==> src/rtl/ctrl_seq_pkg.sv <==
// Shared types and constants for the control-store microsequencer.
package ctrl_seq_pkg;

    localparam int CS_ADDR_W    = 4;
    localparam int CS_OPCODE_W  = 4;
    localparam int CS_CW_W      = 10;
    localparam int CS_FETCH_LEN = 2;
    localparam int HLT_BIT      = CS_CW_W - 1;
    localparam int CNT_W        = 2;

    typedef logic [CS_ADDR_W-1:0]   uaddr_t;
    typedef logic [CS_OPCODE_W-1:0] opcode_t;
    typedef logic [CNT_W-1:0]       cnt_t;

    typedef enum logic [2:0] {
        ST_IDLE,
        ST_FETCH,
        ST_DECODE,
        ST_EXEC,
        ST_HALT
    } seq_state_t;

    localparam opcode_t OP_NOP = 4'd0;
    localparam opcode_t OP_LDA = 4'd1;
    localparam opcode_t OP_ADD = 4'd2;
    localparam opcode_t OP_SUB = 4'd3;
    localparam opcode_t OP_OUT = 4'd4;
    localparam opcode_t OP_HLT = 4'd5;

    localparam uaddr_t UA_FETCH0 = 4'd0;
    localparam uaddr_t UA_FETCH1 = 4'd1;
    localparam uaddr_t UA_LDA    = 4'd2;
    localparam uaddr_t UA_ADD    = 4'd4;
    localparam uaddr_t UA_SUB    = 4'd6;
    localparam uaddr_t UA_OUT    = 4'd8;
    localparam uaddr_t UA_HLT    = 4'd9;
    localparam uaddr_t UA_NOP    = 4'd10;

    typedef struct packed {
        uaddr_t start;
        cnt_t   len;
        logic   is_hlt;
        logic   is_illegal;
    } dispatch_t;

endpackage

==> src/rtl/control_sequencer_uop_dispatch_rom.sv <==
// Opcode to execute-routine lookup: start address, micro-op count, HLT/illegal flags.
// Purely combinational; no flow control.
module uop_dispatch_rom
    import ctrl_seq_pkg::*;
(
    input  opcode_t   opcode,
    output dispatch_t dispatch
);

    always_comb begin
        dispatch = '{start: UA_HLT, len: cnt_t'(1), is_hlt: 1'b0, is_illegal: 1'b1};
        case (opcode)
            OP_NOP:  dispatch = '{start: UA_NOP, len: cnt_t'(1), is_hlt: 1'b0, is_illegal: 1'b0};
            OP_LDA:  dispatch = '{start: UA_LDA, len: cnt_t'(2), is_hlt: 1'b0, is_illegal: 1'b0};
            OP_ADD:  dispatch = '{start: UA_ADD, len: cnt_t'(2), is_hlt: 1'b0, is_illegal: 1'b0};
            OP_SUB:  dispatch = '{start: UA_SUB, len: cnt_t'(2), is_hlt: 1'b0, is_illegal: 1'b0};
            OP_OUT:  dispatch = '{start: UA_OUT, len: cnt_t'(1), is_hlt: 1'b0, is_illegal: 1'b0};
            OP_HLT:  dispatch = '{start: UA_HLT, len: cnt_t'(1), is_hlt: 1'b1, is_illegal: 1'b0};
            default: ;
        endcase
    end

endmodule

==> src/rtl/control_sequencer.sv <==
// Microsequencer: fetch/decode/execute micro-address generation with HLT and illegal-opcode trap.
// One micro-address per cycle, zero-gap between instructions; mem_ready=0 freezes all state.
// SINGLE_STEP_EN: instructions start only on a step pulse in IDLE.
module control_sequencer
    import ctrl_seq_pkg::*;
#(
    parameter int ADDR_W    = CS_ADDR_W,
    parameter int OPCODE_W  = CS_OPCODE_W,
    parameter int CW_W      = CS_CW_W,
    parameter int FETCH_LEN = CS_FETCH_LEN
) (
    input  logic                clk,
    input  logic                reset_control_word,
    input  logic                run,
    input  logic                mem_ready,
    input  logic [OPCODE_W-1:0] opcode,
    input  logic [CW_W-1:0]     control_word,
    input  logic                step,
    output logic [ADDR_W-1:0]   control_addr,
    output logic                halted,
    output logic                illegal_op,
    output logic                instr_done,
    output logic                busy
);

    localparam cnt_t FETCH_LAST = CNT_W'(FETCH_LEN - 1);

    seq_state_t state;
    cnt_t       uop_cnt;
    dispatch_t  dec;
    logic       start_ok;
    logic       cont_ok;

    uop_dispatch_rom u_rom (
        .opcode   (opcode),
        .dispatch (dec)
    );

`ifdef SINGLE_STEP_EN
    assign start_ok = run && step;
    assign cont_ok  = 1'b0;
`else
    logic unused_step;
    assign unused_step = step;
    assign start_ok    = run;
    assign cont_ok     = run;
`endif

    assign busy = (state == ST_FETCH) || (state == ST_DECODE) || (state == ST_EXEC);

    // uop_cnt counts remaining micro-ops after the one currently issued.
    always_ff @(posedge clk or posedge reset_control_word) begin
        if (reset_control_word) begin
            state        <= ST_IDLE;
            control_addr <= UA_NOP;
            halted       <= 1'b0;
            illegal_op   <= 1'b0;
            instr_done   <= 1'b0;
            uop_cnt      <= '0;
        end else if (control_word[HLT_BIT]) begin
            state        <= ST_HALT;
            control_addr <= UA_HLT;
            halted       <= 1'b1;
            instr_done   <= 1'b0;
        end else if (mem_ready) begin
            instr_done <= 1'b0;
            case (state)
                ST_IDLE: begin
                    if (start_ok) begin
                        state        <= ST_FETCH;
                        control_addr <= UA_FETCH0;
                        uop_cnt      <= FETCH_LAST;
                    end
                end
                ST_FETCH: begin
                    if (uop_cnt == '0) begin
                        state        <= ST_DECODE;
                        control_addr <= UA_NOP;
                    end else begin
                        control_addr <= control_addr + ADDR_W'(1);
                        uop_cnt      <= uop_cnt - CNT_W'(1);
                    end
                end
                ST_DECODE: begin
                    if (dec.is_illegal || dec.is_hlt) begin
                        state        <= ST_HALT;
                        control_addr <= UA_HLT;
                        halted       <= 1'b1;
                        illegal_op   <= illegal_op | dec.is_illegal;
                    end else begin
                        state        <= ST_EXEC;
                        control_addr <= dec.start;
                        uop_cnt      <= dec.len - CNT_W'(1);
                    end
                end
                ST_EXEC: begin
                    if (uop_cnt == '0) begin
                        instr_done <= 1'b1;
                        if (cont_ok) begin
                            state        <= ST_FETCH;
                            control_addr <= UA_FETCH0;
                            uop_cnt      <= FETCH_LAST;
                        end else begin
                            state        <= ST_IDLE;
                            control_addr <= UA_NOP;
                        end
                    end else begin
                        control_addr <= control_addr + ADDR_W'(1);
                        uop_cnt      <= uop_cnt - CNT_W'(1);
                    end
                end
                ST_HALT: ;
                default: begin
                    state        <= ST_HALT;
                    control_addr <= UA_HLT;
                    halted       <= 1'b1;
                end
            endcase
        end
    end

endmodule

==> config.mk <==
export PLATFORM = sky130hd
export DESIGN_NAME = control_sequencer
export DESIGN_NICKNAME = d
export VERILOG_FILES = /design/src/rtl/ctrl_seq_pkg.sv /design/src/rtl/control_sequencer_uop_dispatch_rom.sv /design/src/rtl/control_sequencer.sv
export SDC_FILE = /design/constraint.sdc
export NUM_CORES = 1
export LEC_CHECK = 0
export ABC_AREA = 1
export CORE_UTILIZATION = 28
export CTS_BUF_LIST = sky130_fd_sc_hd__clkbuf_2
export DETAILED_ROUTE_END_ITERATION = 8
export SYNTH_ARGS = -nofsm -noshare
export SYNTH_HDL_FRONTEND = slang
export SYNTH_SLANG_ARGS = --single-unit
==> constraint.sdc <==
create_clock -name clk -period 1.9 [get_ports clk]
set_input_delay 0.38 -clock clk [delete_from_list [all_inputs] [get_ports clk]]
set_output_delay 0.38 -clock clk [all_outputs]
set_load 0.005 [all_outputs]
==> flow_metrics.py <==
metrics = {
    "layout": {
        "fin_util_pct": 39.3,
        "n_antenna_cell": 0,
        "layout.cells.non_filler": 189,
        "synthToLayoutAreaGrowth_pct": 28.5,
        "drive_gt1_share_pct": 16.5,
        "final_nets": 180,
    },
    "drt": {
        "dr.pass1.iters": 6,
        "drt_iter0_markers": 34,
        "wirelength_met1_um": 1030,
        "final_antenna_net_count": 0,
        "wl_met3_um": 114,
        "route.met2.wl_um": 943,
        "num_vias": 901,
        "topRoutingLayerUsed": "met4",
        "route.detailed.drc": 2,
        "postRouteWirelength_um": 2100,
        "wire_per_inst_um": 11.1,
        "viasPerCell": 4.77,
    },
    "placed_design": {
        "gp_congestion": 0.858,
        "hpwl_um": 1660,
        "dp.cells": 182,
        "portBuffers": 16,
        "pre_cts_ws_ns": 0.205,
    },
    "timing": {
        "fin_crit_ns": 1.82,
        "fin_ws_ns": 0.0839,
        "fmax_ghz": 0.551,
        "finalHoldViolCount": 0,
        "final.setup_skew_ns": 0.0104,
        "fin_setup_tns_ns": 0,
        "max_slew_margin_pct": 67.9,
        "worstMarginPinSlew_ns": 0.481,
        "finalSetupViolations": 0,
        "rsz0062_at_grt": "false",
        "final.period_utilization_pct": 95.6,
        "drv_slew": 0,
        "fin_hold_ws_ns": 0.410,
    },
    "critical_path": {
        "worstPathRequired_ns": 1.52,
        "critPathLaunchType": "register",
        "arrival_ns": 1.44,
        "critPathCaptureType": "primary output",
        "path_class": "reg -> out",
        "worstPathMaxFanout": 6,
        "worst-r2r-setup-slack_ns": 0.26,
    },
    "grt": {
        "overflow": 0,
        "grt_usage_pct": 14.4,
        "grt_max_degree": 13,
        "grt_antenna_before_repair": 0,
        "first_global_vias": 811,
        "grt_pass1_wl_um": 3650,
    },
    "floorplanning": {
        "start_util_pct": 30.6,
        "ioPinCount": 27,
        "dieArea_um2": 3310,
        "num_rows": 19,
        "coreArea_um2": 2830,
        "fp.dieW_um": 57.6,
        "die_height_um": 57.6,
    },
    "yosys": {
        "ys.flop_type": "dfrtp_1",
        "yosys.area.top_type": "dfrtp_1",
        "async_reset_ff_share_pct": 100,
        "syn_area_per_cell_um2": 6.36,
        "yosysMostFrequentCell": "nand2_1",
        "yosys-top-cells-count": "45 x nand2_1, 17 x nor2_1, 16 x inv_1",
        "synth_seq_area_share_pct": 35.0,
        "synth_area_leaders": "dfrtp_1 29%, nand2_1 20%, nand3_1 8.7%",
        "synth_edf_count": 0,
        "netlist_instances": 136,
        "synth.net_count": 157,
        "ys.warnings.count": 0,
        "synth-seq-cells": 12,
        "syn-cell-area_um2": 865,
        "synth_cell_types": 22,
        "synth_top_area_share_pct": 28.9,
    },
    "pwr": {
        "leakage_nw": 0.555,
        "ir_worst_vdd_uv": 460,
        "p_per_area_nw_per_um2": 920,
    },
    "cts": {
        "cts_buffers": 3,
        "cts_tree": "done",
        "htree_levels": 1,
        "insertion_delay_ns": 0.27,
        "clkSinkCount": 12,
        "clk_pin_slew_worst_paths_ns": 0.13,
        "cts_root_buf": "clkbuf_2",
        "cts_buffer_depth": 2,
    },
    "outcome": {
        "violations": "design-rule violations",
        "status": "finished with violations",
    },
    "job": {
        "drv_cap": 0,
    },
    "worst_hold_path": {
        "hp-class": "in -> async",
    },
}
[path summary, 6_finish.rpt]
kind,startpoint,to,cells after the start
worst max-delay path,state[0]$_DFFE_PP0P_,busy,3
worst min-delay path,reset_control_word,halted$_DFFE_PP0P_,2
worst max register to register,uop_cnt[0]$_DFFE_PP0P_,state[2]$_DFFE_PP0P_,8
worst min register to register,halted$_DFFE_PP0P_,halted$_DFFE_PP0P_,2
max in group asynchronous,reset_control_word,state[1]$_DFFE_PP0P_,2
min in group clk,halted$_DFFE_PP0P_,halted$_DFFE_PP0P_,2
[cell families after synthesis]
kind of cell	Yosys count	share of synthesized area, %
simple gates	86	43.1
buf+inv	22	9.70
compound gates	13	8.25
flops	12	35.0
fa+ha+maj	2	2.89
xor+xnor	1	1.01
[layout by cell type (no fill, tap or decap)]
cell | synthesis | layout
o21ai_1 | 5 | 4
clkbuf_2 | 0 | 4
o21bai_1 | 1 | 1
o21ai_2 | 0 | 1
nor2_1 | 17 | 17
o21ai_0 | 2 | 2
clkdlybuf4s50_1 | 0 | 16
inv_1 | 16 | 16
nand3_2 | 1 | 1
dfstp_2 | 2 | 2
ha_1 | 2 | 2
or2_2 | 1 | 1
nor2_4 | 1 | 1
dfrtp_1 | 10 | 7
o211ai_1 | 1 | 1
inv_2 | 5 | 4
xnor2_1 | 1 | 1
nand2_1 | 45 | 45
nand3_1 | 15 | 15
nand4_1 | 1 | 1
buf_4 | 0 | 3
dfrtp_2 | 0 | 3
a31oi_1 | 1 | 1
nand2_2 | 2 | 2
a21oi_1 | 3 | 3
nor2_2 | 3 | 3
inv_4 | 0 | 1
[critical path, stage by stage (launching register included)]
cell,delay [ns]
dfrtp_2,0.48
o21ai_2,0.20
inv_1,0.06
clkdlybuf4s50_1,0.44
[flip-flops by register name, indices dropped and copies added, names as in the netlist]
signal and cells:
halted 1, state 3, control_addr 4, instr_done 1
uop_cnt 2, illegal_op 1
[layout make-up]
| cell class | instances | area, um^2 |
|---|---|---|
| sequential | 12 | 307 |
| clock buffer | 4 | 20.0 |
| tap | 31 | 38.8 |
| inverter | 21 | 81.3 |
| timing repair buffer | 19 | 183 |
| multi-input combinational | 102 | 482 |
| fill | 305 | 1720 |
[metrics by stage]
stage	power, W	cell area, um^2
CTS	0.000991	1090
floorplan	0.000673	865
global placement	0.000806	1060
global route	0.00112	1110
detailed placement	0.000816	1060
finish	0.00102	1110
[routing by layer]
metal  vias up  track usage [%]
met2        24             22.4
met5         -                0
met1       406             19.5
li1        469                -
met4         0             2.09
met3         2             4.99
[power by group]
part | leakage [nW] | internal (W) | switching (W)
Clock | 0.0166 | 0.0000558 | 0.0000889
Combinational | 0.397 | 0.000214 | 0.000289
Sequential | 0.141 | 0.000317 | 0.0000579
[timing repair]
action | CTS | global route
endpoints found under the setup margin | 1 | 1
hold buffers | 0 | 0
buffers inserted | 1 | 2
gates resized for setup | 2 | 3
Power figures use the tool's default switching activity.
